<file path="src/rtl/word_serializer_pkg.sv">
// Shared definitions for the word serializer: FSM encoding, default idle level, counter sizing.
// Latency: n/a (package only).
// Backpressure: n/a (package only).
// Contents:
//   ser_state_e      - two-state shifter FSM encoding (idle / shifting)
//   IDLE_BIT_DEFAULT - seq_out level while nothing is being shifted
//   WIDTH_DEFAULT    - default word width
//   clog2_min1()     - bits needed to index 0..value-1, never less than 1
package word_serializer_pkg;

   typedef enum logic {
      ST_IDLE  = 1'b0,
      ST_SHIFT = 1'b1
   } ser_state_e;

   localparam logic        IDLE_BIT_DEFAULT = 1'b0;
   localparam int unsigned WIDTH_DEFAULT    = 8;

   // Width of a counter that must hold values 0..value-1. A floor of one
   // bit keeps the declared vectors legal for the smallest word sizes.
   function automatic int unsigned clog2_min1(input int unsigned value);
      int unsigned result;
      result = 0;
      for (int i = 0; i < 32; i++) begin
         if ((33'd1 << i) < 33'(value)) begin
            result = i + 1;
         end
      end
      if (result == 0) begin
         result = 1;
      end
      return result;
   endfunction

endpackage

</file>
<file path="src/rtl/word_serializer_if.sv">
// Bundle carrying the parallel-word handshake and the serial output of the word serializer.
// Latency: n/a (wires only).
// Backpressure: in_ready from the serializer gates in_valid; shift_en paces the serial side.
// Signals:
//   in_word/in_valid/in_ready  - parallel word handshake (transfer when in_valid && in_ready)
//   shift_en                   - bit-rate enable driven by the consumer
//   seq_out/seq_valid          - serial bit and its data/idle qualifier
//   word_done/busy             - last-bit pulse and occupancy status
interface word_serializer_if #(
   parameter int unsigned WIDTH = 8
);

   logic [WIDTH-1:0] in_word;
   logic             in_valid;
   logic             in_ready;
   logic             shift_en;
   logic             seq_out;
   logic             seq_valid;
   logic             word_done;
   logic             busy;

   // Side that produces words and consumes the serial stream.
   modport master (
      output in_word,
      output in_valid,
      output shift_en,
      input  in_ready,
      input  seq_out,
      input  seq_valid,
      input  word_done,
      input  busy
   );

   // The serializer itself.
   modport slave (
      input  in_word,
      input  in_valid,
      input  shift_en,
      output in_ready,
      output seq_out,
      output seq_valid,
      output word_done,
      output busy
   );

endinterface

</file>
<file path="src/rtl/word_hold_buffer.sv">
// One-entry valid/ready holding register in front of the shifter.
// Latency: word visible on hold_word one clock after the handshake edge.
// Backpressure: in_ready = !hold_full (registered); drained only by a pop from the FSM.
// Ports:
//   clock, reset          - clock and async active-high reset
//   in_word/in_valid      - upstream word and qualifier
//   in_ready              - buffer empty, upstream may transfer
//   pop                   - FSM takes the held word this edge
//   hold_word/hold_full   - held word and occupancy flag
module word_hold_buffer
   import word_serializer_pkg::*;
#(
   parameter int unsigned WIDTH = WIDTH_DEFAULT
) (
   input  logic             clock,
   input  logic             reset,
   input  logic [WIDTH-1:0] in_word,
   input  logic             in_valid,
   output logic             in_ready,
   input  logic             pop,
   output logic [WIDTH-1:0] hold_word,
   output logic             hold_full
);

   logic             full_q, full_d;
   logic [WIDTH-1:0] data_q, data_d;
   logic             push;

   // Push needs an empty buffer and pop needs a full one, so the two can
   // never coincide on the same edge.
   assign push = in_valid && !full_q;

   always_comb begin
      full_d = full_q;
      data_d = data_q;
      if (push) begin
         full_d = 1'b1;
         data_d = in_word;
      end else if (pop) begin
         full_d = 1'b0;
      end
   end

   always_ff @(posedge clock or posedge reset) begin
      if (reset) begin
         full_q <= 1'b0;
         data_q <= '0;
      end else begin
         full_q <= full_d;
         data_q <= data_d;
      end
   end

   assign in_ready  = !full_q;
   assign hold_word = data_q;
   assign hold_full = full_q;

endmodule

</file>
<file path="src/rtl/word_serializer.sv">
// Serializes parallel words onto seq_out, one bit per enabled clock, gap-free for back-to-back words.
// Latency: first bit on seq_out one enabled edge after the word reaches the hold buffer.
// Backpressure: single-entry hold buffer; in_ready drops while it is full, independent of shift_en.
// Ports:
//   clock, reset   - clock and async active-high reset
//   bus (slave)    - in_word/in_valid/in_ready handshake, shift_en pacing,
//                    seq_out/seq_valid serial output, word_done pulse, busy status
module word_serializer
   import word_serializer_pkg::*;
#(
   parameter int unsigned WIDTH     = WIDTH_DEFAULT,
   parameter bit          MSB_FIRST = 1'b1,
   parameter logic        IDLE_BIT  = IDLE_BIT_DEFAULT
) (
   input  logic               clock,
   input  logic               reset,
   word_serializer_if.slave   bus
);

   localparam int unsigned      CNT_W      = clog2_min1(WIDTH);
   localparam logic [CNT_W-1:0] LAST_IDX   = CNT_W'(WIDTH - 1);
   localparam logic [CNT_W-1:0] PENULT_IDX = CNT_W'(WIDTH - 2);

   logic             hold_full;
   logic             hold_pop;
   logic [WIDTH-1:0] hold_word;

   ser_state_e       state_q, state_d;
   logic [WIDTH-1:0] shreg_q, shreg_d;
   logic [CNT_W-1:0] bitcnt_q, bitcnt_d;
   logic             seq_out_q, seq_out_d;
   logic             seq_valid_q, seq_valid_d;
   logic             word_done_q, word_done_d;

   word_hold_buffer #(
      .WIDTH (WIDTH)
   ) u_hold (
      .clock     (clock),
      .reset     (reset),
      .in_word   (bus.in_word),
      .in_valid  (bus.in_valid),
      .in_ready  (bus.in_ready),
      .pop       (hold_pop),
      .hold_word (hold_word),
      .hold_full (hold_full)
   );

   // The shift register always holds the bits not yet driven, pre-aligned
   // so the next bit to go out sits at the same end as a fresh word's first bit.
   function automatic logic first_bit(input logic [WIDTH-1:0] w);
      return MSB_FIRST ? w[WIDTH-1] : w[0];
   endfunction

   function automatic logic [WIDTH-1:0] advance(input logic [WIDTH-1:0] w);
      return MSB_FIRST ? (w << 1) : (w >> 1);
   endfunction

   always_comb begin
      state_d     = state_q;
      shreg_d     = shreg_q;
      bitcnt_d    = bitcnt_q;
      seq_out_d   = seq_out_q;
      seq_valid_d = seq_valid_q;
      word_done_d = 1'b0;
      hold_pop    = 1'b0;

      if (bus.shift_en) begin
         if ((state_q == ST_SHIFT) && (bitcnt_q != LAST_IDX)) begin
            // Mid-word: drive the next bit. Reaching the final index
            // raises word_done for the following clock only.
            seq_out_d   = first_bit(shreg_q);
            shreg_d     = advance(shreg_q);
            bitcnt_d    = bitcnt_q + 1'b1;
            word_done_d = (bitcnt_q == PENULT_IDX);
         end else if (hold_full) begin
            // Idle, or the last bit just finished: start the held word
            // immediately so consecutive words have no gap between them.
            hold_pop    = 1'b1;
            seq_out_d   = first_bit(hold_word);
            shreg_d     = advance(hold_word);
            bitcnt_d    = '0;
            seq_valid_d = 1'b1;
            state_d     = ST_SHIFT;
         end else begin
            seq_out_d   = IDLE_BIT;
            seq_valid_d = 1'b0;
            bitcnt_d    = '0;
            state_d     = ST_IDLE;
         end
      end
   end

   always_ff @(posedge clock or posedge reset) begin
      if (reset) begin
         state_q     <= ST_IDLE;
         shreg_q     <= '0;
         bitcnt_q    <= '0;
         seq_out_q   <= IDLE_BIT;
         seq_valid_q <= 1'b0;
         word_done_q <= 1'b0;
      end else begin
         state_q     <= state_d;
         shreg_q     <= shreg_d;
         bitcnt_q    <= bitcnt_d;
         seq_out_q   <= seq_out_d;
         seq_valid_q <= seq_valid_d;
         word_done_q <= word_done_d;
      end
   end

   assign bus.seq_out   = seq_out_q;
   assign bus.seq_valid = seq_valid_q;
   assign bus.word_done = word_done_q;
   assign bus.busy      = (state_q == ST_SHIFT) || hold_full;

endmodule

</file>
<file path="src/flat_wrapper.sv">
// flat-port wrapper written by rule: the top's interface ports become plain ports
module word_serializer_flat import word_serializer_pkg::*;
#(
   parameter int unsigned WIDTH     = WIDTH_DEFAULT,
   parameter bit          MSB_FIRST = 1'b1,
   parameter logic        IDLE_BIT  = IDLE_BIT_DEFAULT
)
  (clock, reset, bus_in_word, bus_in_valid, bus_shift_en, bus_in_ready, bus_seq_out, bus_seq_valid, bus_word_done, bus_busy);
  word_serializer_if #(.WIDTH(WIDTH)) bus_i ();
  input  logic clock;
  input  logic reset;
  input wire logic [$bits(bus_i.in_word)-1:0] bus_in_word;
  input wire logic [$bits(bus_i.in_valid)-1:0] bus_in_valid;
  input wire logic [$bits(bus_i.shift_en)-1:0] bus_shift_en;
  output wire logic [$bits(bus_i.in_ready)-1:0] bus_in_ready;
  output wire logic [$bits(bus_i.seq_out)-1:0] bus_seq_out;
  output wire logic [$bits(bus_i.seq_valid)-1:0] bus_seq_valid;
  output wire logic [$bits(bus_i.word_done)-1:0] bus_word_done;
  output wire logic [$bits(bus_i.busy)-1:0] bus_busy;
  assign bus_i.in_word = bus_in_word;
  assign bus_i.in_valid = bus_in_valid;
  assign bus_i.shift_en = bus_shift_en;
  assign bus_in_ready = bus_i.in_ready;
  assign bus_seq_out = bus_i.seq_out;
  assign bus_seq_valid = bus_i.seq_valid;
  assign bus_word_done = bus_i.word_done;
  assign bus_busy = bus_i.busy;
  word_serializer #(.WIDTH(WIDTH), .MSB_FIRST(MSB_FIRST), .IDLE_BIT(IDLE_BIT)) u_core (.clock(clock), .reset(reset), .bus(bus_i));
endmodule
</file>
<file path="config.mk">
export PLATFORM = sky130hd
export DESIGN_NAME = word_serializer_flat
export DESIGN_NICKNAME = d
export VERILOG_FILES = /design/src/rtl/word_serializer_pkg.sv /design/src/rtl/word_serializer_if.sv /design/src/rtl/word_hold_buffer.sv /design/src/rtl/word_serializer.sv /design/src/flat_wrapper.sv
export SDC_FILE = /design/constraint.sdc
export NUM_CORES = 1
export LEC_CHECK = 0
export BUFFER_PORTS_ARGS = -buffer_cell sky130_fd_sc_hd__buf_2
export CORE_MARGIN = 4
export CORE_UTILIZATION = 49
export DETAILED_ROUTE_END_ITERATION = 10
export PLACE_DENSITY_LB_ADDON = 0.08
export SYNTH_ARGS = -nofsm -noshare
export SYNTH_HDL_FRONTEND = slang
export SYNTH_HIERARCHICAL = 1
export SYNTH_SLANG_ARGS = --single-unit
</file>
<file path="constraint.sdc">
create_clock -name clock -period 1.47 [get_ports clock]
set_clock_uncertainty 0.15 [all_clocks]
set_input_delay 0.294 -clock clock [delete_from_list [all_inputs] [get_ports clock]]
set_output_delay 0.294 -clock clock [all_outputs]
set_load 0.1 [all_outputs]
</file>
==> flow_summary.ini, run 1 <==
[final_layout]
multi_input_comb_area_um2 = 541
antenna-diode-count = 0
final_layout_size_suffix_gt1_frac = 0.509
fin_area_um2 = 1420
finish.cell_count_without_fillers = 137
num-nets-final = 126
post-route-util = 0.704
final.fill_count = 144
seqCellArea_um2 = 556
area_growth_pct = 33.7

[logic_synthesis]
post_synth_instance_area_um2 = 1060
syn_nets = 100
synth-seq-area-share = 0.517
netlist-cell-type-count = 24
syn-mean-instance-area_um2 = 12.5
synthCells = 85
ys_seq_elements = 22
yosysWarnings = 6

[setup_path]
crit_path_start_kind = flip-flop
cp.arrival_ps = 1220
required_time_of_the_critical_path_ps = 1030
crit_fanout = 2
worst_path_largest_cell_delay_ps = 500
crit_slowest_cell = dfrtp_4
crit-reg2reg-launch = u_core/bitcnt_q[1]$_DFFE_PP0P_
ff2ff_path_depth = 5
path_cells = or2_4 -> buf_12
worst-r2r-setup-slack_ps = -130
setup_cp_type = reg2out
worst_r2r_endpoint = u_core/shreg_q[6]$_DFFE_PP0P_
end_kind = output pin

[power]
p_per_area_nw_per_um2 = 2060
power.share.sequential = 0.363
total_power_mw = 2.93
clock_power_share = 0.114
power_switching_share = 0.376
comb_power_share = 0.523
worst_ir_drop_vdd_mv = 1.19
internal-power_mw = 1.83
p_leak_nw = 0.646
total_switching_power_mw = 1.10

[timing]
final.min_clock_period_ps = 1660
finalWorstSetupSlack_ps = -194
max_freq_mhz = 601
tns_ps = -1150
grt_setup_unrepaired = true
hold_viol_final = 0
maxSlewViolCount = 0
slew_headroom = 0.656
finalHoldWorstSlack_ps = 51.9
final.period_utilization = 1.13
finalSetupViolations = 11
worst-slew-pin-transition_ps = 515

[grt]
first_global_vias = 703
globalRouteTotalUtil = 0.157
grt_first_pass_wirelength_mm = 3.26
initial_antenna_violation_count = 0
globalRouteOverflowTotal = 0
grt_start_max_net_pins = 19

[outcome]
violations = setup timing
run_status = finished with violations

[clocking]
clock-root-buffer = clkbuf_4
cts.path.max_buffers = 2
clk_pin_slew_worst_paths_ps = 120
cts-buffers-inserted = 3
tritoncts_num_sinks = 22
clock_insertion_delay_worst_skew_ps = 310
cts_htree_levels = 1
cts_tree = done

[drt]
routed_via_density = 5.28
drt-wirelength-per-cell_um = 14.9
post-route-drc-count = 0
drtAntennaViolNets = 0
dr_total_vias = 723
firstDrtPassIters = 4
detail_route.wirelength_mm = 2.04
drt-initial-drc-count = 9

[min_path]
whs_endpoint = u_core/u_hold/hold_word[3]$_DFFE_PP0P_
hold_depth = 2
timing.hold.worst.start = bus_in_word[3]
min-delay-path-class = in2reg

[placed_design]
placedCellCount = 128
post_place_instance_area_um2 = 1280
place_ws_ps = -110
gp_congestion = 0.751
dp_hpwl_mm = 1.42
port_buffers = 16

[run]
drv.max_cap_violation_count = 0

[floorplan]
die-height_um = 54.6
io-pin-count = 17
coreArea_um2 = 2020
num_rows = 16
floorplan.die_area_um2 = 2980
floorplan.initialDensity = 0.527
die_w_um = 54.6
[cells in the mapped netlist]
| library cell | number | area [um2] |
|---|---|---|
| o21ai_1 | 1 | 5.00 |
| dfrtp_1 | 22 | 551 |
| nand2_1 | 4 | 15.0 |
| o21a_4 | 1 | 15.0 |
| buf_2 | 3 | 15.0 |
| buf_6 | 2 | 22.5 |
| o21ai_0 | 1 | 5.00 |
| and2b_4 | 1 | 10.0 |
| nand3_1 | 2 | 10.0 |
| a22o_1 | 1 | 8.76 |
| nand4_1 | 1 | 6.26 |
| nor2_1 | 3 | 11.3 |
| ha_1 | 3 | 37.5 |
| a31oi_1 | 1 | 6.26 |
| nand2b_1 | 7 | 43.8 |
| mux2_2 | 1 | 11.3 |
| nor2b_1 | 1 | 6.26 |
| inv_1 | 6 | 22.5 |
| o21bai_1 | 1 | 7.51 |
| mux2_4 | 8 | 120 |
| and3_1 | 1 | 6.26 |
| or2_2 | 1 | 6.26 |
| mux2i_1 | 7 | 70.1 |
| a2bb2oi_1 | 6 | 52.6 |
[worst max path at each step]
stage,startpoint,endpoint,slack (ps),cells after the start
final,u_core/bus.seq_valid$_DFFE_PP0P_,bus_busy,-190,2
after global routing,u_core/u_hold/hold_full$_DFFE_PP0P_,bus_busy,-230,2
after CTS,u_core/u_hold/hold_full$_DFFE_PP0P_,bus_busy,-200,2
after detailed placement,u_core/bitcnt_q[0]$_DFFE_PP0P_,u_core/shreg_q[6]$_DFFE_PP0P_,-110,5
after global placement,u_core/bitcnt_q[1]$_DFFE_PP0P_,u_core/shreg_q[2]$_DFFE_PP0P_,-40,5
after floorplan,u_core/bitcnt_q[1]$_DFFE_PP0P_,u_core/shreg_q[7]$_DFFE_PP0P_,-9,5
[cell type report]
type,count,share of cell area
clock buffer,4,0.0255
inverter,6,0.0176
multi-input combinational,53,0.380
sequential,22,0.390
tap,27,0.0237
timing repair buffer,25,0.163
[critical path, delay by kind of cell (launching register included)]
| kind | cells | cell delay [ps] |
|---|---|---|
| flops | 1 | 500 |
| buf+inv | 1 | 160 |
| simple gates | 1 | 240 |
[layout by cell type, fill, tap and decap left out, types with 2 or more instances in the layout]
| master | Yosys | layout |
|---|---|---|
| nand2b_1 | 7 | 6 |
| nor2_1 | 3 | 3 |
| buf_2 | 3 | 11 |
| inv_1 | 6 | 5 |
| dfrtp_1 | 22 | 20 |
| nand2b_4 | 0 | 2 |
| nand2_2 | 0 | 2 |
| mux2i_1 | 7 | 7 |
| a2bb2oi_2 | 0 | 6 |
| buf_4 | 0 | 6 |
| nand2_1 | 4 | 2 |
| buf_12 | 0 | 5 |
| nand3_1 | 2 | 2 |
| mux2_4 | 8 | 8 |
| buf_6 | 2 | 2 |
| clkbuf_4 | 0 | 3 |
[layer usage]
metal | global-route usage | share of wire | vias to the layer above | wire length, um
met5 | 0 | 0 | - | 0
met4 | 0.0581 | 0.016 | 0 | 32
met3 | 0.0545 | 0.049 | 6 | 100
met2 | 0.238 | 0.47 | 17 | 966
met1 | 0.205 | 0.46 | 361 | 937
li1 | - | - | 339 | -
[state kept, by name, summed over array words and instances (netlist names)]
signal	count
u_core/bus.seq_valid	1
u_core/shreg_q	7
u_core/bus.word_done	1
u_core/bitcnt_q	3
u_core/u_hold/hold_full	1
u_core/bus.seq_out	1
u_core/u_hold/hold_word	8
[cell families (layout without fill, tap and decap cells)]
logic type	Yosys count	in the layout	share of synthesized area
compound gates	12	12	0.0940
fa+ha+maj	3	3	0.0353
buf+inv	11	35	0.0564
flops	22	22	0.517
mux	16	16	0.189
simple gates	21	22	0.108
[power by group through the flow]
stage / clock network [mW] / logic [mW] / registers, mW
6_report: 0.336 / 1.53 / 1.06
4_1_cts: 0.346 / 1.50 / 1.06
3_5_place_dp: 0 / 1.35 / 1.06
5_1_grt: 0.376 / 1.63 / 1.09
3_3_place_gp: 0 / 1.32 / 1.06
2_1_floorplan: 0 / 0.869 / 1.16
[what timing repair did]
action | in CTS | in global routing
gates cloned | 1 | 0
pin swaps | 2 | 3
gates resized for setup | 11 | 4
endpoints found under the hold margin | 22 | 0
hold buffers | 1 | 0
buffers inserted | 2 | 1
setup endpoints to repair | 13 | 14
(Power assumes the default switching activity.)
==> inputs of run 2 (changes only) <==
==> constraint.sdc (replaced) <==
create_clock -name clock -period 1.47 [get_ports clock]
set_clock_uncertainty 0.15 [all_clocks]
set_input_delay 0.2205 -clock clock [delete_from_list [all_inputs] [get_ports clock]]
set_output_delay 0.2205 -clock clock [all_outputs]
set_load 0.1 [all_outputs]
==> run 2 against run 1 <==
Against the previous run:
- cell area rose by 11%
- flip-flop and latch count did not move
- the flow still finishes with violations (setup timing)
- first-iteration DRC count fell by 89%
- critical path type unchanged
- routed wire length rose by 22%
- utilization rose by 8.0 points
- critical path depth rose by 1
- via count rose by 6.6%
- final cell count rose by 8.8%
==> flow_summary.ini, run 2 (synthesis results as in run 1) <==
[outcome]
run_status = finished with violations
violations = setup timing

[grt]
initial_antenna_violation_count = 0
global_route.usage.met2 = 0.321
use_met3 = 0.0245
grt_start_max_net_pins = 19
grt_first_pass_wirelength_mm = 3.94
globalRouteTotalUtil = 0.191
grt.busiest_layer = met2
grtUsageMet1 = 0.247
globalRouteOverflowTotal = 0
first_global_vias = 807

[floorplan]
num_rows = 16
io-pin-count = 17
floorplan.initialDensity = 0.527
die_w_um = 54.6
coreArea_um2 = 2020
floorplan.die_area_um2 = 2980
die-height_um = 54.6

[placed_design]
port_buffers = 16
place_ws_ps = -100
dp_hpwl_mm = 1.40
gp_congestion = 0.761

[power]
comb_power_share = 0.557
clock_power_share = 0.108
total_switching_power_mw = 1.20
worst_ir_drop_vdd_mv = 1.22
power.share.sequential = 0.335
power_switching_share = 0.381
p_per_area_nw_per_um2 = 1990
p_leak_nw = 0.714
internal-power_mw = 1.95

[setup_path]
crit_slowest_cell = dfrtp_1
worst-r2r-setup-slack_ps = -160
crit_fanout = 2
critical_path_buf_inv_count = 2
crit-reg2reg-launch = u_core/bitcnt_q[1]$_DFFE_PP0P_
required_time_of_the_critical_path_ps = 1100
end_kind = output pin
worst_path_largest_cell_delay_ps = 430
path_cells = buf_6 -> or2_4 -> buf_12
crit_family = flip-flops
crit_path_start_kind = flip-flop
setup_cp_type = reg2out
ff2ff_path_depth = 5
cp.arrival_ps = 1260
worst_r2r_endpoint = u_core/shreg_q[2]$_DFFE_PP0P_

[clocking]
cts-buffers-inserted = 3
clock-root-buffer = clkbuf_4
tritoncts_num_sinks = 22
cts.path.max_buffers = 2
cts_tree = done
clk_pin_slew_worst_paths_ps = 120
clock_insertion_delay_worst_skew_ps = 310
cts_htree_levels = 1

[final_layout]
most_frequent_standard_cell_in_the_layout_excluding_fill_and_tap_cells = dfrtp_1
final_cell_mix = 21 x dfrtp_1, 11 x buf_2, 9 x dlygate4sd3_1, 9 x mux2_4
final.fill_count = 121
area_growth_pct = 48.9
multi_input_comb_area_um2 = 587
num-nets-final = 138
antenna-diode-count = 0
final_layout_size_suffix_gt1_frac = 0.549
largest_register_ffs = 8
seqCellArea_um2 = 554

[timing]
hold_viol_final = 0
maxSlewViolCount = 0
finalWorstSetupSlack_ps = -163
finalHoldWorstSlack_ps = 194
finalSetupViolations = 16
grt_setup_unrepaired = true
worst-slew-pin-transition_ps = 509
final.period_utilization = 1.11
final.min_clock_period_ps = 1630
max_freq_mhz = 612
slew_headroom = 0.660

[run]
drv.max_cap_violation_count = 0

[min_path]
whs_endpoint = u_core/bus.word_done$_DFF_PP0_
hold_depth = 3
min-delay-path-class = in2reg
timing.hold.worst.start = bus_shift_en

[drt]
drtAntennaViolNets = 0
drt-wirelength-per-cell_um = 16.7
routed_via_density = 5.17
drt-initial-drc-count = 1
firstDrtPassIters = 3
post-route-drc-count = 0
dr_total_vias = 771
detail_route.wirelength_mm = 2.49
## run 2: final cells by class
class | count | share of cell area
tap | 27 | 0.0213
sequential | 22 | 0.350
inverter | 6 | 0.0158
multi-input combinational | 53 | 0.370
timing repair buffer | 37 | 0.220
clock buffer | 4 | 0.0229
## run 2: power by group through the flow
stage	registers [mW]	logic, mW	clock network [mW]
finish	1.06	1.76	0.339
global route	1.08	1.87	0.385
CTS	1.04	1.56	0.351
detailed placement	1.04	1.31	0
global placement	1.04	1.29	0
floorplan	1.16	0.869	0
## run 2: worst max path at each step
| stage | from | endpoint | cells after the start | slack [ps] |
|---|---|---|---|---|
| finish | u_core/u_hold/hold_full$_DFFE_PP0P_ | bus_busy | 3 | -160 |
| global route | u_core/u_hold/hold_full$_DFFE_PP0P_ | bus_busy | 3 | -210 |
| CTS | u_core/u_hold/hold_full$_DFFE_PP0P_ | bus_busy | 3 | -180 |
| detailed placement | u_core/bitcnt_q[0]$_DFFE_PP0P_ | u_core/shreg_q[5]$_DFFE_PP0P_ | 5 | -100 |
| global placement | u_core/bitcnt_q[0]$_DFFE_PP0P_ | u_core/shreg_q[3]$_DFFE_PP0P_ | 5 | -30 |
| floorplan | u_core/bitcnt_q[1]$_DFFE_PP0P_ | u_core/shreg_q[7]$_DFFE_PP0P_ | 5 | -9 |
## run 2: stage by stage
stage           util  instance area, um2  cells  setup TNS, ps  power [mW]
6_report       0.784                1590    149          -1680        3.15
5_1_grt        0.784                1590    149          -2400        3.34
4_1_cts        0.740                1500    147          -1230        2.95
3_5_place_dp   0.619                1250    128           -524        2.35
3_3_place_gp   0.619                1250    128           -201        2.32
2_1_floorplan      -                1090     85          -62.0        2.02
## run 2: metal layers
metal	share of wire	routed length, um	up-vias
li1	-	-	365
met1	0.43	1070	387
met3	0.029	72	6
met5	0	0	-
met2	0.52	1300	13
met4	0.021	53	0
## run 2: what timing repair did
action,in CTS,in global routing
buffers inserted,5,4
hold endpoints to repair,30,0
endpoints found under the setup margin,14,17
cloned,1,0
hold buffers,9,0
gates resized for setup,17,16
pin swaps,4,5
## run 2: worst register-to-register path, cell delays in order (launching register included)
cell	delay, ps
dfrtp_1	410
ha_2	200
ha_4	170
and2b_4	270
o21a_4	220
a2bb2oi_2	160
